$ cat src/rtl/rob_ctrl.sv
// Reorder-buffer controller: in-order allocate, out-of-order completion, single in-order retire,
// and a one-cycle flush on an exception at head or an interrupt at a macro-op boundary.
module rob_ctrl #(
    parameter int ROB_ENTRIES = 16,
    parameter int NUM_PREGS   = 64,
    parameter int NUM_AREGS   = 32,
    localparam int IW = $clog2(ROB_ENTRIES),
    localparam int PW = $clog2(NUM_PREGS),
    localparam int AW = $clog2(NUM_AREGS)
) (
    input  logic          clk,
    input  logic          rst_n,
    input  logic          alloc_valid,
    output logic          alloc_ready,
    input  logic [AW-1:0] alloc_areg,
    input  logic [PW-1:0] alloc_preg,
    input  logic [PW-1:0] alloc_old_preg,
    input  logic          alloc_mop_begin,
    input  logic          alloc_mop_end,
    output logic [IW-1:0] alloc_idx,
    input  logic          cpl_valid,
    input  logic [IW-1:0] cpl_idx,
    input  logic          cpl_exception,
    output logic          commit_valid,
    output logic [AW-1:0] commit_areg,
    output logic [PW-1:0] commit_preg,
    output logic          free_valid,
    output logic [PW-1:0] free_preg,
    input  logic          irq_req,
    output logic          irq_ack,
    output logic          flush_valid,
    output logic          flush_cause,
    output logic          empty
);

    typedef enum logic {RUN, FLUSH} state_t;

    localparam logic [IW:0] CNT_FULL = ROB_ENTRIES[IW:0];

    state_t                        state_q, state_d;
    logic                          cause_q, cause_d;
    logic [IW-1:0]                 head_q, head_d, tail_q, tail_d;
    logic [IW:0]                   count_q, count_d;
    logic                          at_bnd_q, at_bnd_d;
    logic [ROB_ENTRIES-1:0]        valid_q, valid_d, busy_q, busy_d, exc_q, exc_d;
    logic [ROB_ENTRIES-1:0]        mop_begin_q, mop_end_q;
    logic [ROB_ENTRIES-1:0][AW-1:0] areg_q;
    logic [ROB_ENTRIES-1:0][PW-1:0] preg_q, old_q;

    logic run, hr, take_exc, take_irq, do_alloc;

    assign run      = (state_q == RUN);
    assign hr       = valid_q[head_q] && !busy_q[head_q];
    assign take_exc = run && hr && exc_q[head_q];
    assign take_irq = run && irq_req && at_bnd_q && !take_exc;

    // A same-cycle retire never makes room for this cycle's allocation.
    assign alloc_ready  = run && (count_q != CNT_FULL) && !take_exc && !take_irq;
    assign do_alloc     = alloc_valid && alloc_ready;
    assign alloc_idx    = tail_q;

    assign commit_valid = run && hr && !exc_q[head_q] && !take_irq;
    assign free_valid   = commit_valid;
    assign commit_areg  = commit_valid ? areg_q[head_q] : '0;
    assign commit_preg  = commit_valid ? preg_q[head_q] : '0;
    assign free_preg    = commit_valid ? old_q[head_q]  : '0;

    assign flush_valid  = (state_q == FLUSH);
    assign flush_cause  = flush_valid && cause_q;
    assign irq_ack      = flush_valid && cause_q;
    assign empty        = (count_q == '0);

    always_comb begin
        state_d  = state_q;
        cause_d  = cause_q;
        head_d   = head_q;
        tail_d   = tail_q;
        count_d  = count_q;
        at_bnd_d = at_bnd_q;
        valid_d  = valid_q;
        busy_d   = busy_q;
        exc_d    = exc_q;
        if (state_q == FLUSH) begin
            state_d  = RUN;
            head_d   = '0;
            tail_d   = '0;
            count_d  = '0;
            at_bnd_d = 1'b1;
            valid_d  = '0;
        end else begin
            if (take_exc || take_irq) begin
                state_d = FLUSH;
                cause_d = take_irq;
            end
            if (cpl_valid && valid_q[cpl_idx]) begin
                busy_d[cpl_idx] = 1'b0;
                exc_d[cpl_idx]  = cpl_exception;
            end
            if (commit_valid) begin
                valid_d[head_q] = 1'b0;
                head_d          = head_q + IW'(1);
                at_bnd_d        = mop_end_q[head_q];
            end
            if (do_alloc) begin
                valid_d[tail_q] = 1'b1;
                busy_d[tail_q]  = 1'b1;
                exc_d[tail_q]   = 1'b0;
                tail_d          = tail_q + IW'(1);
            end
            count_d = count_q + (IW+1)'(do_alloc) - (IW+1)'(commit_valid);
        end
    end

    always_ff @(posedge clk) begin
        if (!rst_n) begin
            state_q  <= RUN;
            cause_q  <= 1'b0;
            head_q   <= '0;
            tail_q   <= '0;
            count_q  <= '0;
            at_bnd_q <= 1'b1;
            valid_q  <= '0;
            busy_q   <= '0;
            exc_q    <= '0;
        end else begin
            state_q  <= state_d;
            cause_q  <= cause_d;
            head_q   <= head_d;
            tail_q   <= tail_d;
            count_q  <= count_d;
            at_bnd_q <= at_bnd_d;
            valid_q  <= valid_d;
            busy_q   <= busy_d;
            exc_q    <= exc_d;
        end
    end

    // Payload is only meaningful while valid, so it carries no reset.
    always_ff @(posedge clk) begin
        if (do_alloc) begin
            areg_q[tail_q]      <= alloc_areg;
            preg_q[tail_q]      <= alloc_preg;
            old_q[tail_q]       <= alloc_old_preg;
            mop_begin_q[tail_q] <= alloc_mop_begin;
            mop_end_q[tail_q]   <= alloc_mop_end;
        end
    end

    // The first micro-op of a macro-op can only retire right after a macro-op boundary.
    a_mop_begin_at_boundary: assert property (@(posedge clk) disable iff (!rst_n)
        commit_valid && mop_begin_q[head_q] |-> at_bnd_q);

endmodule

$ cat config.mk
export PLATFORM = sky130hd
export DESIGN_NAME = rob_ctrl
export DESIGN_NICKNAME = d
export VERILOG_FILES = /design/src/rtl/rob_ctrl.sv
export SDC_FILE = /design/constraint.sdc
export NUM_CORES = 1
export LEC_CHECK = 0
export ABC_AREA = 1
export CORE_ASPECT_RATIO = 1.1
export CORE_MARGIN = 1.5
export CORE_UTILIZATION = 35
export CTS_CLUSTER_SIZE = 30
export DETAILED_ROUTE_END_ITERATION = 8
export GPL_ROUTABILITY_DRIVEN = 0
export PLACE_DENSITY_LB_ADDON = 0.2
export SLEW_MARGIN = 10
export SYNTH_ARGS = -nofsm -noshare
export SYNTH_HDL_FRONTEND = slang
export SYNTH_SLANG_ARGS = --single-unit
$ cat constraint.sdc
create_clock -name clk -period 3.6 [get_ports clk]
set_input_delay 0.36 -clock clk [delete_from_list [all_inputs] [get_ports clk]]
set_output_delay 0.36 -clock clk [all_outputs]
set_load 0.02 [all_outputs]
* Yosys cells after proc, flatten, opt, wreduce, memory -nomap -nowiden *
Cells that the tools add are included.

cells by class
  reduce and logical (&&, ||, !) cells = 25
  order comparisons = 6
  bitwise gates (word level) = 10
  add/sub/neg operators = 4
  equality and inequality tests = 1
  muxes and demuxes = 44

operators with widths
  kind                                                                          count
  96-bit bitwise mux                                                            2
  16-bit 2-to-1 mux                                                             9
  80-bit bitwise mux                                                            1
  16-bit AND                                                                    3
  6-bit binary-select mux with 4-bit select                                     2
  16-bit NOT                                                                    3
  16-bit bitwise mux                                                            2
  16-bit OR                                                                     2
  6-bit 2-to-1 mux                                                              5
  6-bit demux with 4-bit select                                                 1
  1-bit binary-select mux with 4-bit select                                     5
  5-bit binary-select mux with 4-bit select                                     1
  5-bit demux with 4-bit select                                                 1
  1-bit logical AND                                                             17
  4-bit by 5-bit less-than comparator with 1-bit output, second input constant  3
  5-bit 2-to-1 mux                                                              3
  1-bit demux with 4-bit select                                                 3
  4-bit by 1-bit >= comparator with 1-bit output, second input constant         3
  1-bit 2-to-1 mux                                                              9
  4-bit by 1-bit adder with 4-bit output, second input constant                 2
  5-bit by 1-bit adder with 5-bit output                                        1
  5-bit zero test                                                               1
  5-bit inequality test, second input constant                                  1
  5-bit by 1-bit subtractor with 5-bit output                                   1
  other kinds (5)                                                               9

storage, ports and cells
  bits in registers = 352
  output and inout port bits = 28
  bits of input ports = 29
  word-level logic and storage cells = 148

* Depth between registers and ports, before layout *
  depth after elaboration = 14
  gate-level depth with buffers = 22
  depth with buffers taken out = 20

* Worst setup path after synthesis *
OpenSTA, ideal clock, no wires.

  path kind = reg-to-reg
  start = reg head_q[1]
  end = reg count_q[4]
  cell stages (with the launch flop) = 22
  slack = 765 ps
  required time = 3530 ps
  buffers on the path = 3
  arrival time = 2765 ps
  setup time = 70 ps
  clock period less this slack = 2835 ps
  path through = dfxtp_1 -> clkbuf_2 -> inv_1 -> buf_4 -> nand3_1 -> nand2_1 -> nand2_1 -> nand2_1 -> inv_1 -> nand2_1 -> nand3_2 -> nand4_4 -> buf_2 -> ha_1 -> inv_1 -> ha_1 -> fa_1 -> nand2_1 -> a21oi_1 -> nor2_1 -> o21ai_0 -> a21oi_1

between the ends
  longest elaborated chain between the ends = 13
  elaborated cells on any way between the ends = 21
  those cells by class = add/sub (2); mux (6); reduce/logical (13)

ends and longest elaborated chain
  what                                             line    source
  start, declared                                  42      logic [IW-1:0] head_q, head_d, tail_q, tail_d;
  start signal, assigned                           118     head_q <= '0;
  start signal, assigned                           128     head_q <= head_d;
  1-bit binary-select mux with 4-bit select        53      assign hr = valid_q[head_q] && !busy_q[head_q];
  1-bit 2-to-1 mux (implied by the code)           53
  1-bit zero test                                  53
  1-bit logical AND                                53
  1-bit logical AND                                54, 62
  1-bit logical AND                                54      assign take_exc = run && hr && exc_q[head_q];
  1-bit zero test                                  55, 58
  1-bit logical AND                                55      assign take_irq = run && irq_req && at_bnd_q && !take_exc;
  1-bit zero test                                  58, 62
  1-bit logical AND                                58      assign alloc_ready = run && (count_q != CNT_FULL) && !take_exc && !take_irq;
  1-bit logical AND                                59      assign do_alloc = alloc_valid && alloc_ready;
  5-bit by 1-bit adder with 5-bit output           110     count_d = count_q + (IW+1)'(do_alloc) - (IW+1)'(commit_valid);
  5-bit by 1-bit subtractor with 5-bit output (*)  110
  end signal, assigned                             130     count_q <= count_d;
  end, declared                                    43      logic [IW:0] count_q, count_d;

Every way passes the cells marked *; elsewhere a longest branch is shown, timed or not. The select of a mux whose other input is x is not followed.
A chain may end at the register's enable or synchronous reset.

* Final worst setup path *
  start = reg head_q[1]
  end = out commit_preg[4]

between the ends
  longest elaborated chain between the ends = 11
  elaborated cells on any way between the ends = 19
  those cells by class = mux (9); reduce/logical (10)

ends and longest elaborated chain
  what                                       line    source
  1-bit binary-select mux with 4-bit select  53
  1-bit 2-to-1 mux (implied by the code)     53
  1-bit zero test                            53
  1-bit logical AND                          53
  1-bit logical AND                          54, 62
  1-bit logical AND                          54
  1-bit zero test                            55
  1-bit logical AND                          55
  1-bit zero test                            62      assign commit_valid = run && hr && !exc_q[head_q] && !take_irq;
  1-bit logical AND                          62
  6-bit 2-to-1 mux (*)                       65      assign commit_preg = commit_valid ? preg_q[head_q] : '0;
  end, declared                              26      output logic [PW-1:0] commit_preg,

Marks and branches as above.

==> impl_metrics.toml <==
[run_status]
status = "complete, no violations"

[cts]
cts_root_buf = "clkbuf_16"
postCtsHoldBufs = 0
cts_tree = "yes"
h-tree-depth = 2
clk_pin_slew_ps = 60
clock_latency_ps = 560
cts_sinks = 352
cts_made_buffers = 39
cts_buffer_depth = 3

[pwr]
power.density_mw_per_mm2 = 541
p_seq_share_pct = 46.0
clkPwrFrac_pct = 39.0
peakVddDrop_mv = 0.321
power_leakage_nw = 6.83
combinationalPowerShare_pct = 14.9
switchingPower_w = 0.00262
p_sw_share_pct = 26.6
p_int_w = 0.00723

[floorplanning]
die_x_um = 204
fp-row-count = 80
initial_utilization_pct = 35.6
die-area_mm2 = 0.0455
io_pins = 57
fp.coreArea_mm2 = 0.0435
die_y_um = 224

[routing]
top_layer = "met4"
dr_wl_met3_mm = 2.31
vias = 11200
drcViolationCount = 0
dr.pass1.iters = 5
via_per_inst = 5.14
dr.first_iter.drc_count = 865
dr_wl_met2_mm = 20.5
wl_mm = 43.2
wl_per_cell_um = 19.9
ant_nets = 0
drt-met1-wl_mm = 19.4

[sta]
fin_skew_ps = 24.6
relSlewSlack_pct = 49.5
drv_slew = 0
period_share_pct = 94.6
finalHoldViolCount = 0
finalSetupTns_ps = 0
setup_violations = 0
fmax_mhz = 294
worst_pin_slew_ps = 754
rsz0062_at_grt = "false"
fin_crit_ps = 3410
final.setup.worst_slack_ps = 194

[worst_setup_path]
slowest_delay_ps = 660
ff2ff_setup_slack_ps = 630
worst-endpoint-arrival_ps = 3050
cp_max_fo = 86
worstPathCellList = "inv_6, buf_12, a21oi_1, a32o_1, nand2_1, o21ai_0, nor3_2, clkdlybuf4s50_1"
crit_type = "reg -> out"
cp_num_buf_inv = 3
cp.required_ps = 3240
worst_setup_path_end_kind = "output pin"
startpoint_type = "register"
slowest_stage = "clkdlybuf4s50_1"
cp_top_family = "buffers and inverters"

[final_layout]
nNetsFinal = 1616
area_delta_synth_final_pct = 17.6
fin_cells = 2177
drive_above_1_share_pct = 9.05
n_antenna_cell = 0

[hold_path]
hold_path.class = "in -> reg"

[global_route]
grt_first_pass_wirelength_mm = 65.7
grt_max_degree = 149
grt_pass1_vias = 10700
grt_usage_pct = 19.3
grt_overflow = 0
antenna_found_initial = 0

[synth]
synthCells = 1511
syn-num-nets = 1555
synthesis.area_mm2 = 0.0155
synth.avg_cell_area_um2 = 10.2
synth_cell_types = 36
synth-seq-area-share_pct = 64.1
yosys_warnings = 0
synth_seq_cells = 352

[run]
maxCapViolCount = 0

[place]
io_buffers = 55
dp_hpwl_mm = 25.3
place.detailed.instances = 2104
pre_cts_ws_ps = 422
[kinds of logic (layout without fill, tap and decap cells)]
group / Yosys count / in the layout / share of synthesized area (%)
buffers and inverters: 197 / 289 / 5.25
AO/OA/AOI/OAI: 331 / 331 / 12.9
AND/OR/NAND/NOR: 613 / 613 / 16.4
flip-flops: 352 / 352 / 64.1
adder cells (fa/ha/maj): 15 / 15 / 1.26
XOR/XNOR: 3 / 3 / 0.170
[layer usage]
layer  up-vias  GRT usage (%)
met4         0           6.19
met2       289           31.4
li1       5390              -
met5         -              0
met3        63           3.01
met1      5446           26.3
[metrics by stage]
| step | hold slack, ps | utilization [%] | instance area (µm²) | power, W |
|---|---|---|---|---|
| 2_1_floorplan | 443 | - | 15500 | 0.00557 |
| 3_3_place_gp | 453 | 38.8 | 16900 | 0.00608 |
| 3_5_place_dp | 457 | 38.8 | 16900 | 0.00609 |
| 4_1_cts | 395 | 41.8 | 18200 | 0.00996 |
| 5_1_grt | 425 | 41.8 | 18200 | 0.0103 |
| 6_report | 435 | 41.8 | 18200 | 0.00985 |
[power by group through the flow]
stage | clock network, W | logic (W) | registers, W
final | 0.00385 | 0.00147 | 0.00454
after detailed placement | 0 | 0.00147 | 0.00462
after floorplan | 0 | 0.000964 | 0.00461
after global placement | 0 | 0.00145 | 0.00462
after global routing | 0.00408 | 0.00165 | 0.00454
after CTS | 0.00394 | 0.00148 | 0.00454
[final timing paths]
path / start / end / cells after the start
worst max-delay path: head_q[1]$_SDFFE_PP0P_ / commit_preg[4] / 8
worst min-delay path: rst_n / cause_q$_SDFFE_PN0P_ / 3
worst max register to register: head_q[0]$_SDFFE_PP0P_ / count_q[4]$_SDFF_PP0_ / 20
worst min register to register: exc_q[3]$_SDFFE_PN0N_ / exc_q[3]$_SDFFE_PN0N_ / 2
[what timing repair did]
action | in CTS | in global routing
pin swaps | 0 | 0
setup endpoints to repair | 15 | 11
buffers inserted | 1 | 0
resized for setup | 14 | 12
[cell type report]
cell class / instances / area, µm²
multi-input cells: 962 / 4790
well taps: 574 / 718
fillers: 4203 / 25300
inverters: 108 / 423
clock inverters: 19 / 156
repair buffers: 109 / 1120
clock buffers: 53 / 1070
flip-flops and latches: 352 / 9940
[tightest hold or removal path: stages]
cell             delay (ps)
clkdlybuf4s50_1         430
o211ai_1                100
inv_1                    40
[flip-flops by register name (all words and copies together), names as in the netlist, 5 cells and up]
| signal | cells |
|---|---|
| mop_end_q | 16 |
| preg_q | 96 |
| busy_q | 16 |
| valid_q | 16 |
| areg_q | 80 |
| count_q | 5 |
| exc_q | 16 |
| old_q | 96 |
[cells in the final DEF (no fill, tap or decap), types with 11 or more instances in the layout]
cell,netlist,routed
nand2_1,440,440
edfxtp_1,288,288
a21oi_1,136,136
inv_1,102,101
nand3_1,84,84
o21ai_0,79,79
dfxtp_1,64,61
nor2_1,59,52
clkdlybuf4s50_1,0,46
buf_4,8,41
clkbuf_16,0,40
a22oi_1,34,34
a32o_1,21,21
o22ai_1,17,17
o21bai_1,16,16
ha_1,14,14
a32oi_1,13,13
nor2_4,10,12
clkbuf_1,42,11
[Yosys cell counts (all sizes together)]
master  instances  share of area [%]
dfxtp          64                8.3
xnor2           1              0.057
fa              1               0.13
edfxtp        288                 56
a211oi          4               0.29
clkbuf         43                1.1
inv           107                2.6
nor3           14               0.45
a31oi           1              0.040
or2             1              0.040
o22ai          17               0.69
o21bai         16               0.78
a22oi          34                1.6
xor2            2               0.11
nor2           72                2.3
buf            46                1.6
a32o           21                1.4
o211ai          3               0.15
a32oi          13               0.74
o21ai          86                2.8
nand3          85                2.8
a21oi         136                4.4
clkinv          1              0.024
ha             14                1.1
nand2         440                 11
nand4           1               0.14
(Power assumes the default switching activity.)
